$ cat src/rtl/riscv_pkg.sv
// Shared RISC-V front-end definitions: NOP encoding, cache line geometry and
// the instruction-cache FSM state encoding.
package riscv_pkg;

  localparam logic [31:0] NOP        = 32'h0000_0013;
  localparam int          LINE_W     = 128;
  localparam int          WORD_OFF_W = 2;

  localparam logic ICACHE_IDLE_ENC  = 1'b0;
  localparam logic ICACHE_ALLOC_ENC = 1'b1;

  typedef enum logic {
    ICACHE_IDLE  = ICACHE_IDLE_ENC,
    ICACHE_ALLOC = ICACHE_ALLOC_ENC
  } icache_state_e;

endpackage

$ cat src/rtl/icache_line_array.sv
// Valid/tag/data storage for the direct-mapped instruction cache.
// One combinational read port, one synchronous write port; only valid bits reset.
module icache_line_array
  import riscv_pkg::*;
#(
  parameter int INDEX_W = 3,
  parameter int TAG_W   = 25
) (
  input  logic               clk,
  input  logic               rst,
  input  logic [INDEX_W-1:0] rd_idx,
  output logic               rd_valid,
  output logic [TAG_W-1:0]   rd_tag,
  output logic [LINE_W-1:0]  rd_data,
  input  logic               we,
  input  logic [INDEX_W-1:0] wr_idx,
  input  logic [TAG_W-1:0]   wr_tag,
  input  logic [LINE_W-1:0]  wr_data
);

  localparam int LINES = 1 << INDEX_W;

  logic [LINES-1:0]  valid_q;
  logic [TAG_W-1:0]  tag_q  [LINES];
  logic [LINE_W-1:0] data_q [LINES];

  always_ff @(posedge clk) begin
    if (rst) begin
      valid_q <= '0;
    end else if (we) begin
      valid_q[wr_idx] <= 1'b1;
    end
  end

  // Tag and data are never reset; the valid bit alone qualifies them.
  always_ff @(posedge clk) begin
    if (we) begin
      tag_q[wr_idx]  <= wr_tag;
      data_q[wr_idx] <= wr_data;
    end
  end

  assign rd_valid = valid_q[rd_idx];
  assign rd_tag   = tag_q[rd_idx];
  assign rd_data  = data_q[rd_idx];

endmodule

$ cat src/rtl/riscv_icache.sv
// Direct-mapped read-only instruction cache in front of RISCV_IF, refilling
// 128-bit lines. Optional hit/miss counters: define ICACHE_PERF_CNT_EN.
module riscv_icache
  import riscv_pkg::*;
#(
  parameter int INDEX_W = 3,
  parameter int ADDR_W  = 32
) (
  input  logic              clk,
  input  logic              rst,
  input  logic              proc_ren,
  input  logic              proc_wen,
  input  logic [ADDR_W-1:0] proc_addr,
  input  logic [31:0]       proc_wdata,
  output logic [31:0]       proc_rdata,
  output logic              proc_stall,
  output logic              mem_read,
  output logic              mem_write,
  output logic [ADDR_W-5:0] mem_addr,
  output logic [LINE_W-1:0] mem_wdata,
  input  logic [LINE_W-1:0] mem_rdata,
  input  logic              mem_ready
`ifdef ICACHE_PERF_CNT_EN
  ,
  output logic [31:0]       perf_hit_cnt,
  output logic [31:0]       perf_miss_cnt
`endif
);

  localparam int TAG_W = ADDR_W - INDEX_W - 4;

  icache_state_e state;

  logic [INDEX_W-1:0]    req_idx;
  logic [TAG_W-1:0]      req_tag;
  logic [WORD_OFF_W-1:0] word_sel;
  logic                  line_valid;
  logic [TAG_W-1:0]      line_tag;
  logic [LINE_W-1:0]     line_data;
  logic [3:0][31:0]      line_words;
  logic                  hit;
  logic                  miss;
  logic                  refill_we;
  logic                  unused_inputs;

  assign req_idx    = proc_addr[INDEX_W+3:4];
  assign req_tag    = proc_addr[ADDR_W-1:INDEX_W+4];
  assign word_sel   = proc_addr[3:2];
  assign line_words = line_data;

  assign hit  = proc_ren && (state == ICACHE_IDLE) && line_valid && (line_tag == req_tag);
  assign miss = proc_ren && (state == ICACHE_IDLE) && !hit;

  // Refill targets the captured line address, never the live fetch address.
  assign refill_we = (state == ICACHE_ALLOC) && mem_ready && !rst;

  icache_line_array #(
    .INDEX_W(INDEX_W),
    .TAG_W  (TAG_W)
  ) u_lines (
    .clk     (clk),
    .rst     (rst),
    .rd_idx  (req_idx),
    .rd_valid(line_valid),
    .rd_tag  (line_tag),
    .rd_data (line_data),
    .we      (refill_we),
    .wr_idx  (mem_addr[INDEX_W-1:0]),
    .wr_tag  (mem_addr[ADDR_W-5:INDEX_W]),
    .wr_data (mem_rdata)
  );

  always_comb begin
    proc_rdata = '0;
    if (hit) begin
      proc_rdata = line_words[word_sel];
    end
  end

  assign proc_stall = (state == ICACHE_ALLOC) || miss;
  assign mem_write  = 1'b0;
  assign mem_wdata  = '0;

  always_ff @(posedge clk) begin
    if (rst) begin
      state    <= ICACHE_IDLE;
      mem_read <= 1'b0;
      mem_addr <= '0;
    end else begin
      case (state)
        ICACHE_IDLE: begin
          if (miss) begin
            state    <= ICACHE_ALLOC;
            mem_read <= 1'b1;
            mem_addr <= proc_addr[ADDR_W-1:4];
          end
        end
        ICACHE_ALLOC: begin
          if (mem_ready) begin
            state    <= ICACHE_IDLE;
            mem_read <= 1'b0;
          end
        end
        default: begin
          state    <= ICACHE_IDLE;
          mem_read <= 1'b0;
        end
      endcase
    end
  end

`ifdef ICACHE_PERF_CNT_EN
  // Counters saturate rather than wrap so long runs never report small values.
  always_ff @(posedge clk) begin
    if (rst) begin
      perf_hit_cnt  <= '0;
      perf_miss_cnt <= '0;
    end else begin
      if (hit && (perf_hit_cnt != 32'hFFFF_FFFF)) begin
        perf_hit_cnt <= perf_hit_cnt + 32'd1;
      end
      if (miss && (perf_miss_cnt != 32'hFFFF_FFFF)) begin
        perf_miss_cnt <= perf_miss_cnt + 32'd1;
      end
    end
  end
`endif

  assign unused_inputs = ^{proc_wen, proc_wdata, proc_addr[1:0]};

endmodule

$ cat config.mk
export PLATFORM = sky130hd
export DESIGN_NAME = riscv_icache
export DESIGN_NICKNAME = d
export VERILOG_FILES = /design/src/rtl/riscv_pkg.sv /design/src/rtl/icache_line_array.sv /design/src/rtl/riscv_icache.sv
export SDC_FILE = /design/constraint.sdc
export NUM_CORES = 1
export LEC_CHECK = 0
export BUFFER_PORTS_ARGS = -buffer_cell sky130_fd_sc_hd__buf_4
export CORE_UTILIZATION = 40
export DETAILED_ROUTE_END_ITERATION = 16
export GPL_ROUTABILITY_DRIVEN = 1
export PLACE_DENSITY = 0.56
export SYNTH_ARGS = -nofsm -noshare
export SYNTH_HDL_FRONTEND = slang
export SYNTH_SLANG_ARGS = --single-unit
export TNS_END_PERCENT = 5
$ cat constraint.sdc
create_clock -name clk -period 18 [get_ports clk]
set_clock_uncertainty 0.15 [all_clocks]
set_input_delay 2.7 -clock clk [delete_from_list [all_inputs] [get_ports clk]]
set_output_delay 2.7 -clock clk [all_outputs]
set_load 0.05 [all_outputs]
# Word-level counts from Yosys, hierarchy flattened
# Memories as Yosys holds them, arrays and structs flattened.
# Index checks and enable logic that the tools add are counted.
# Widths: inputs -> output; s select.
# totals
reg_bits	38
latchBits	0
mem_bits_rw	1224
mem_bits_ro	0
input_bits	197
output_inout_bits	191
elab_cells	42
mem_count	2
# classes
addsub	0
n_mul	0
div_mod_pow	0
order_cmp	4
n_eq_ne	3
n_shift	0
muxes	15
n_bitwise	2
n_reduce_logical	12
# memory_table
name	depth	word_bits	read_ports	rd_ports_with_merged_regs	write_ports	line_no	rtl
u_lines.data_q	8	128	1	0	1	icache_line_array.sv:25	logic [LINE_W-1:0] data_q [LINES];
u_lines.tag_q	8	25	1	0	1	icache_line_array.sv:24	logic [TAG_W-1:0] tag_q [LINES];
# ops
cell	n
$bmux 32 s2	1
$mux 32	2
$eq 25x25->1	1
$lt 3x4->1 const B	2
$mux 1	8
$or 8x8->8	1
$logic_and 1x1->1	7
$ne 2x2->1 const B	2
$pmux 1 s2	2
$reduce_and 2->1	2
$bmux 1 s3	1
$demux 1 s3	1
$ge 3x1->1 const B	1
$lt 2x3->1 const B	1
$logic_not 1->1	2
$logic_or 1x1->1	1
$not 1->1	1

# Logic depth before layout (Yosys ltp)
# Gate-level depths: netlist (run 1).
# logic_depth
word_depth	8
depth_mapped	13
depth_no_buf	8

# Hierarchy
# A second synthesis (run 1) with hierarchy kept.
# hier_totals
cells_unflattened	2268
hier_area_um2	50272.0
# by_module_without_submodules
mod	n_inst	cells_each	area_per_inst_um2	seq_area_each_um2
icache_line_array	1	1813	46251.9	36915.4
riscv_icache	1	455	4020.1	600.6

# Worst setup path before layout (run 1)
# Ideal clock, no wire load.
# synth_path
path_kind	in2reg
from	input port mem_ready
to	memory u_lines.data_q[0][0] (enable)
setup_ns	0.855
t_arrival_ns	13.503
required_time_ns	16.995
setup_slack_ns	3.492
stages	3
path_buffers	0
path_cell_list	nand2_1 -> or3_1 -> nor3_1
# synth_between
elab_chain_len	4
# synth_lines
item	line_no	rtl
start: declaration	riscv_icache.sv:22	input logic mem_ready
$logic_and 1x1->1 (2 in series)	riscv_icache.sv:55	assign refill_we = (state == ICACHE_ALLOC) && mem_ready && !rst;
$mux 1	icache_line_array.sv:37	if (we) begin
$mux 1 (implied by the code)	icache_line_array.sv:39	data_q[wr_idx] <= wr_data;
end: declaration	icache_line_array.sv:25	
# Every way passes these cells.

# Final worst setup path (run 1)
# layout_path
from	input port proc_addr[5]
to	output port proc_rdata[31]
# layout_between
elab_chain_len	5
word_cells_on_any_way	10
classes_between	1 x eq/ne; 5 x mux; 2 x reduce/logical; 2 x memory
# layout_lines
item	line_no	rtl
start: declaration	riscv_icache.sv:13	input logic [ADDR_W-1:0] proc_addr,
parallel branches: the longest is 4 deep, another holds $mem_v2 8x25	--	
$mux 32 (*)	riscv_icache.sv:75	if (hit) begin
end: declaration	riscv_icache.sv:15	output logic [31:0] proc_rdata,
# Mark *: on every way between the ends. The select of a mux whose other input is x is not followed.

==> results of run 1 <==
[worst max-delay path by stage]
| stage | end | slack [ps] |
|---|---|---|
| after CTS | proc_rdata[27] | 7820 |
| final | proc_rdata[31] | 7840 |
| after global placement | proc_rdata[27] | 7780 |
| after floorplan | u_lines.data_q[0][0] | 3490 |
| after global routing | proc_rdata[13] | 7540 |
| after detailed placement | proc_rdata[27] | 7810 |
[power by group through the flow]
stage	Clock, W	Combinational [W]	Sequential [W]
global placement	0	0.000367	0.00331
CTS	0.00269	0.000373	0.00325
detailed placement	0	0.000372	0.00332
floorplan	0	0.000249	0.00333
finish	0.00262	0.000364	0.00325
global route	0.00279	0.000390	0.00325
[cells by family (layout without fill, tap and decap cells)]
group                     count (synthesis)  count (layout)  share of synthesized area
xor gates and xnor gates                 21              21                    0.00373
other                                     1             136                  0.0000761
muxes                                   463             463                      0.184
buffers and inverters                   235             493                     0.0298
and+or+nand+nor                         159             159                     0.0171
DFF                                    1262            1262                      0.761
AOI/OAI and AO/OA                        29              29                    0.00447
[stage by stage]
step / setup slack, ps / utilization
3_3_place_gp: 7780 / 0.429
4_1_cts: 7820 / 0.464
5_1_grt: 7540 / 0.464
2_1_floorplan: 3490 / -
3_5_place_dp: 7810 / 0.429
6_report: 7840 / 0.464
[flip-flops by register name, indices dropped and copies added (netlist names)]
signal	cells
u_lines.data_q	1024
u_lines.tag_q	200
mem_addr	28
u_lines.valid_q	8
mem_read	1
state	1
[worst max-delay path, delay by kind of cell]
family / cells / cell delay [ps]
AO/OA/AOI/OAI: 1 / 220
XOR/XNOR: 1 / 190
buffers and inverters: 5 / 2790
multiplexers: 1 / 300
AND/OR/NAND/NOR: 3 / 650
[metal layers]
layer	global-route usage	up-vias	part of all wire
met5	0.00415	-	0.0014
met4	0.0509	26	0.019
met3	0.0501	159	0.071
met2	0.295	605	0.50
met1	0.229	11700	0.41
li1	-	9387	-
[cell usage in the layout (no fill, tap or decap), types with 4 or more instances in the layout]
cell       count
dfxtp_1       38
buf_4        243
diode_2        7
a22oi_1        5
nand2b_1      65
clkbuf_1      34
a22o_1         4
conb_1       129
nor2_4         6
edfxtp_1    1224
buf_12         7
nand2_1       14
nand3_1        5
nor2_1        51
clkinv_1      28
xor2_1        20
clkbuf_16    138
mux2_2         6
clkinv_2      16
a221oi_1       6
bufinv_16      8
mux4_2       352
inv_6          5
mux2i_1      104
[final cells by class]
| class | count | area [um2] | share of cell area |
|---|---|---|---|
| antenna | 7 | 17.5 | 0.000310 |
| clock buffer | 174 | 3610 | 0.0638 |
| clock inverter | 64 | 561 | 0.00990 |
| sequential | 1262 | 37500 | 0.663 |
| multi-input combinational | 801 | 10800 | 0.191 |
| inverter | 1 | 3.75 | 0.0000663 |
| tap | 1625 | 2030 | 0.0359 |
| timing repair buffer | 254 | 2020 | 0.0357 |
==> reports/qor.yml, run 1 <==
setup_path:
  crit-reg2reg-capture: "u_lines.data_q[5][3]"
  crit_top_cell: "buf_4"
  worst_path_max_delay_cell: "buf_4"
  worstSetupEndpointType: "primary output"
  cp-start-kind: "input port"
  cp-startpoint: "proc_addr[5]"
  worstPathCellList: "buf_8 -> buf_4 -> buf_12 -> mux2i_1 -> xor2_1 -> o2111ai_1 -> nor4_2 -> nand4_2 -> buf_4 -> nor2_1 -> buf_4"
  r2r_slack_ps: 14080
  crit_type: "input port to primary output"
  cp.arrival_ps: 7310
  cp_slowest_stage_delay_ps: 790
  crit_fanout: 145
  reg2reg_depth: 6
  r2r_start: "state"
  required_ps: 15150
logic_synthesis:
  synth_commonest_cells: "edfxtp_1 (1224), mux4_2 (352), buf_4 (132)"
  ys_types: 41
  ys_top_cells_by_area: "edfxtp_1 (75%), mux4_2 (16%), mux2i_1 (2.1%), buf_4 (2.0%), dfxtp_1 (1.5%)"
  synth_most_common_cell: "edfxtp_1"
  ys_ff_latch: 1262
  ys_seq_area_frac: 0.761
  synth_edf_count: 1224
  synthesis.yosys.warnings: 0
  synth.top_cell.area_share: 0.746
  yosysTopAreaCell: "edfxtp_1"
  async_flop_share: 0
  syn_area_per_cell_um2: 22.7
  synth-main-ff-cell: "edfxtp_1"
  synthCells: 2170
  syn-cell-area_um2: 49300
clock_network:
  cts_setup_buffers: 0
  post_cts_resized: 0
  h-tree-depth: 4
  cts_buffers: 134
  worst_skew_pair.late_latency_ps: 730
  holdBufCountCts: 0
  cts_buffer_depth: 3
  clock_sinks: 1262
  cts_tree: "built"
  clk_pin_slew_ps: 60
  root_buffer: "clkbuf_16"
global_routing:
  grt_pass1_vias: 23100
  grt-ovfl-total: 0
  grt_pass1_wl_mm: 160
  track_usage: 0.178
  antenna_found_initial: 19
  grt_max_degree: 146
placement:
  place_congestion: 0.728
  placedInstanceArea_um2: 52400
  hpwl_mm: 59.7
  dp_cells: 3943
  portBuffers: 223
sta:
  fmax_mhz: 98.4
  slew_headroom: 0.253
  tns_ps: 0
  min_period_over_period: 0.565
  drv_slew: 0
  whs_ps: 323
  rsz0062_at_grt: "no"
  fin_crit_ps: 10160
  hold_viol_final: 0
  worst_pin_slew_ps: 1120
  final-setup-viol-count: 0
die:
  core-area_um2: 122000
  dieArea_um2: 125000
  die_w_um: 353
  start_util: 0.404
  ios: 388
  die_h_um: 353
  placementRows: 128
power_and_ir_drop:
  power_density_nw_per_um2: 110
  swShare: 0.214
  power.total_w: 0.00624
  p_leak_nw: 18.5
  share_comb_of_total_power: 0.058
  seqPwrFrac: 0.522
  power.internal_w: 0.00490
  vdd_drop_max_v: 0.0000944
  p_sw_w: 0.00133
  clkPwrFrac: 0.420
drt:
  vias_per_cell: 5.21
  antenna_left: 0
  drtIter0Drc: 1722
  drc_errors: 0
  dr.pass1.iters: 5
  num_vias: 21800
  wire_per_inst_um: 26.3
  drt-total-wl_mm: 110
status:
  outcome: "completed"
layout:
  layout-drive-gt1-share: 0.313
  syn2layout_area_growth_pct: 14.8
  finalNonFillerCells: 4188
  fillCellCount: 10100
  final_area_um2: 56600
  fin_nets: 2651
min_path:
  min_path_cells: 2
  min_path_type: "flop to flop"
  min_from: "u_lines.valid_q[6]"
  min_to: "u_lines.valid_q[6]"
flow_run:
  maxCapViolCount: 0
No activity file was read; power rests on OpenSTA's default activity.
==> run 2, diff against run 1 <==
Settings changed: PLACE_DENSITY 0.56 to 0.58.
Clock period 18 ns to 8.3 ns, I/O delays scaled along.
==> run 2 against run 1 <==
Wire length is 2.4% lower. Sequential power is 120% higher. Final cell count is 0.31% lower. Core utilization is 0.065 points higher. Global-route usage is 0.35 points lower. Sequential share of layout area is 0.092 points lower. Design area is 0.14% higher. Count of clock-buffer cells in the layout is 3 lower. First-iteration DRC count is 20% lower. Clock power is 120% higher. Non-clock buffer count is 3 lower. Largest cell class unchanged.
==> reports/qor.yml, run 2 (synthesis results as in run 1) <==
global_routing:
  grt_max_degree: 158  # +8.2%
  grt_pass1_wl_mm: 157  # -1.3%
  grt-ovfl-total: 0  # unchanged
  antenna_found_initial: 20  # +1
  track_usage: 0.174  # -0.00350
  grt_pass1_vias: 23200  # +0.53%
min_path:
  min_path_type: "flop to flop"
  min_path_cells: 2  # unchanged
drt:
  antenna_left: 0  # unchanged
  met2_length_mm: 53.8  # -2.8%
  wire_per_inst_um: 25.8  # -2.1%
  dr_wl_met3_mm: 7.20  # -7.6%
  drt-total-wl_mm: 108  # -2.4%
  drtIter0Drc: 1374  # -20%
  num_vias: 21800  # -0.082%
  m1WireLength_mm: 44.4  # -1.2%
  drc_errors: 0  # unchanged
  dr.pass1.iters: 5  # unchanged
  highest_layer: "met5"
  vias_per_cell: 5.22  # +0.23%
layout:
  final_area_um2: 56700  # +0.14%
  syn2layout_area_growth_pct: 15.0
  largest-register: "u_lines.data_q"
  ff_latch_area_um2: 37500  # unchanged
  fin_nets: 2648  # -0.11%
  final_cell_mix: "edfxtp_1 (1224), mux4_2 (352), buf_4 (235)"
  mostFrequentLayoutCell: "edfxtp_1"
  fillCellCount: 10100  # +0.089%
  reg_top3: "u_lines.data_q (1024), u_lines.tag_q (200), mem_addr (28)"
  multiInputGateArea_um2: 10800  # +0.12%
  layout-drive-gt1-share: 0.317  # +0.00400
  largest_reg_flops: 1024  # unchanged
sta:
  worst_pin_slew_ps: 1100  # -17.3 ps
  slew_headroom: 0.262  # +0.00914
  min_period_over_period: 0.782
  whs_ps: 305  # -17.2 ps
  hold_viol_final: 0  # unchanged
  rsz0062_at_grt: "no"
  final-setup-viol-count: 0  # unchanged
  fin_crit_ps: 6490
  timing.final.ws_setup_ps: 1810  # -6030 ps
  fmax_mhz: 154
  drv_slew: 0  # unchanged
placement:
  portBuffers: 223  # unchanged
  placedInstanceArea_um2: 52500  # +0.10%
  hpwl_mm: 58.2  # -2.4%
  place_congestion: 0.743  # +2.0%
  pre_cts_slack_ps: 1710  # -6090 ps
clock_network:
  h-tree-depth: 4  # unchanged
  clock_sinks: 1262  # unchanged
  clk_pin_slew_ps: 50  # about the same
  cts_setup_buffers: 0  # unchanged
  cts_buffers: 134  # unchanged
  cts_tree: "built"
  holdBufCountCts: 0  # unchanged
  worst_skew_pair.late_latency_ps: 730  # about the same
  post_cts_resized: 0  # unchanged
  root_buffer: "clkbuf_16"
  cts_buffer_depth: 3  # unchanged
setup_path:
  crit_top_cell: "buf_4"
  r2r_slack_ps: 4250  # -9830 ps
  worstPathCellList: "buf_8 -> mux4_2 -> mux2i_1 -> xor2_1 -> nand3_1 -> nor4_2 -> nand4_2 -> buf_4 -> nor2_1 -> buf_4"
  reg2reg_depth: 9  # +3
  cp_slowest_stage_delay_ps: 670  # -120 ps
  crit_buf_inv: 3  # -2
  r2r_start: "u_lines.tag_q[7][4]"
  crit_cells: 10  # -1
  critPathCapture: "proc_rdata[0]"
  cp-start-kind: "input port"
  worstSetupEndpointType: "primary output"
  cp-startpoint: "proc_addr[5]"
  crit_fanout: 94  # -35%
  cpLargestDelayFamily: "simple AND/OR/NAND/NOR gates"
  crit_type: "input port to primary output"
  required_ps: 6900  # -8250 ps
  worst_path_max_delay_cell: "nand4_2"
  cp.arrival_ps: 5100  # -2210 ps
  crit-reg2reg-capture: "mem_addr[7]"
die:
  die_h_um: 353  # unchanged
  placementRows: 128  # unchanged
  dieArea_um2: 125000  # unchanged
  start_util: 0.404  # unchanged
  die_w_um: 353  # unchanged
  ios: 388  # unchanged
  core-area_um2: 122000  # unchanged
status:
  outcome: "completed"
power_and_ir_drop:
  vdd_drop_max_v: 0.000199  # +110%
  power.total_w: 0.0135  # +120%
  p_leak_nw: 18.5  # +0.11%
  power_density_nw_per_um2: 239  # +120%
flow_run:
  maxCapViolCount: 0  # unchanged
run 2: power breakdown:
part	total (W)	switching, W	internal (W)
sequential	0.00706	0.0000308	0.00703
clock	0.00571	0.00238	0.00333
combinational	0.000775	0.000481	0.000294
total	0.0135	0.00289	0.0106
run 2: cell type report:
class                           instances  area share
Multi-Input combinational cell        801       0.191
Tap cell                             1625      0.0359
Sequential cell                      1262       0.662
Timing Repair Buffer                  251      0.0363
Antenna cell                            1   0.0000442
Clock buffer                          171      0.0644
Clock inverter                         63     0.00987
Inverter                                1   0.0000662
run 2: worst register-to-register path, cell delays in order (launching register included):
cell       delay [ps]
edfxtp_1          350
mux4_2            460
mux2i_1           170
xor2_1            300
o2111ai_1         230
nor4_2            330
nand4_2           670
buf_4             420
and3b_2           550
mux2i_1           270
run 2: worst min-delay path by stage:
stage	startpoint	end	slack, ps
final	mem_read	mem_read	310
after global routing	mem_read	mem_read	340
after CTS	mem_read	mem_read	310
after detailed placement	mem_read	mem_read	300
after global placement	u_lines.valid_q[2]	u_lines.valid_q[2]	290
after floorplan	u_lines.valid_q[2]	u_lines.valid_q[2]	280
run 2: per-layer routing:
layer,GRT usage,vias up
li1,-,9350
met3,0.0498,171
met2,0.288,631
met1,0.226,11600
met4,0.0481,36
met5,0,-
run 2: metrics by stage:
stage / setup TNS, ps / cells / utilization
after floorplan: -548510 / 2298 / -
after global placement: 0 / 3940 / 0.430
after detailed placement: 0 / 3940 / 0.430
after CTS: 0 / 4174 / 0.464
after global routing: 0 / 4174 / 0.464
final: 0 / 4175 / 0.464
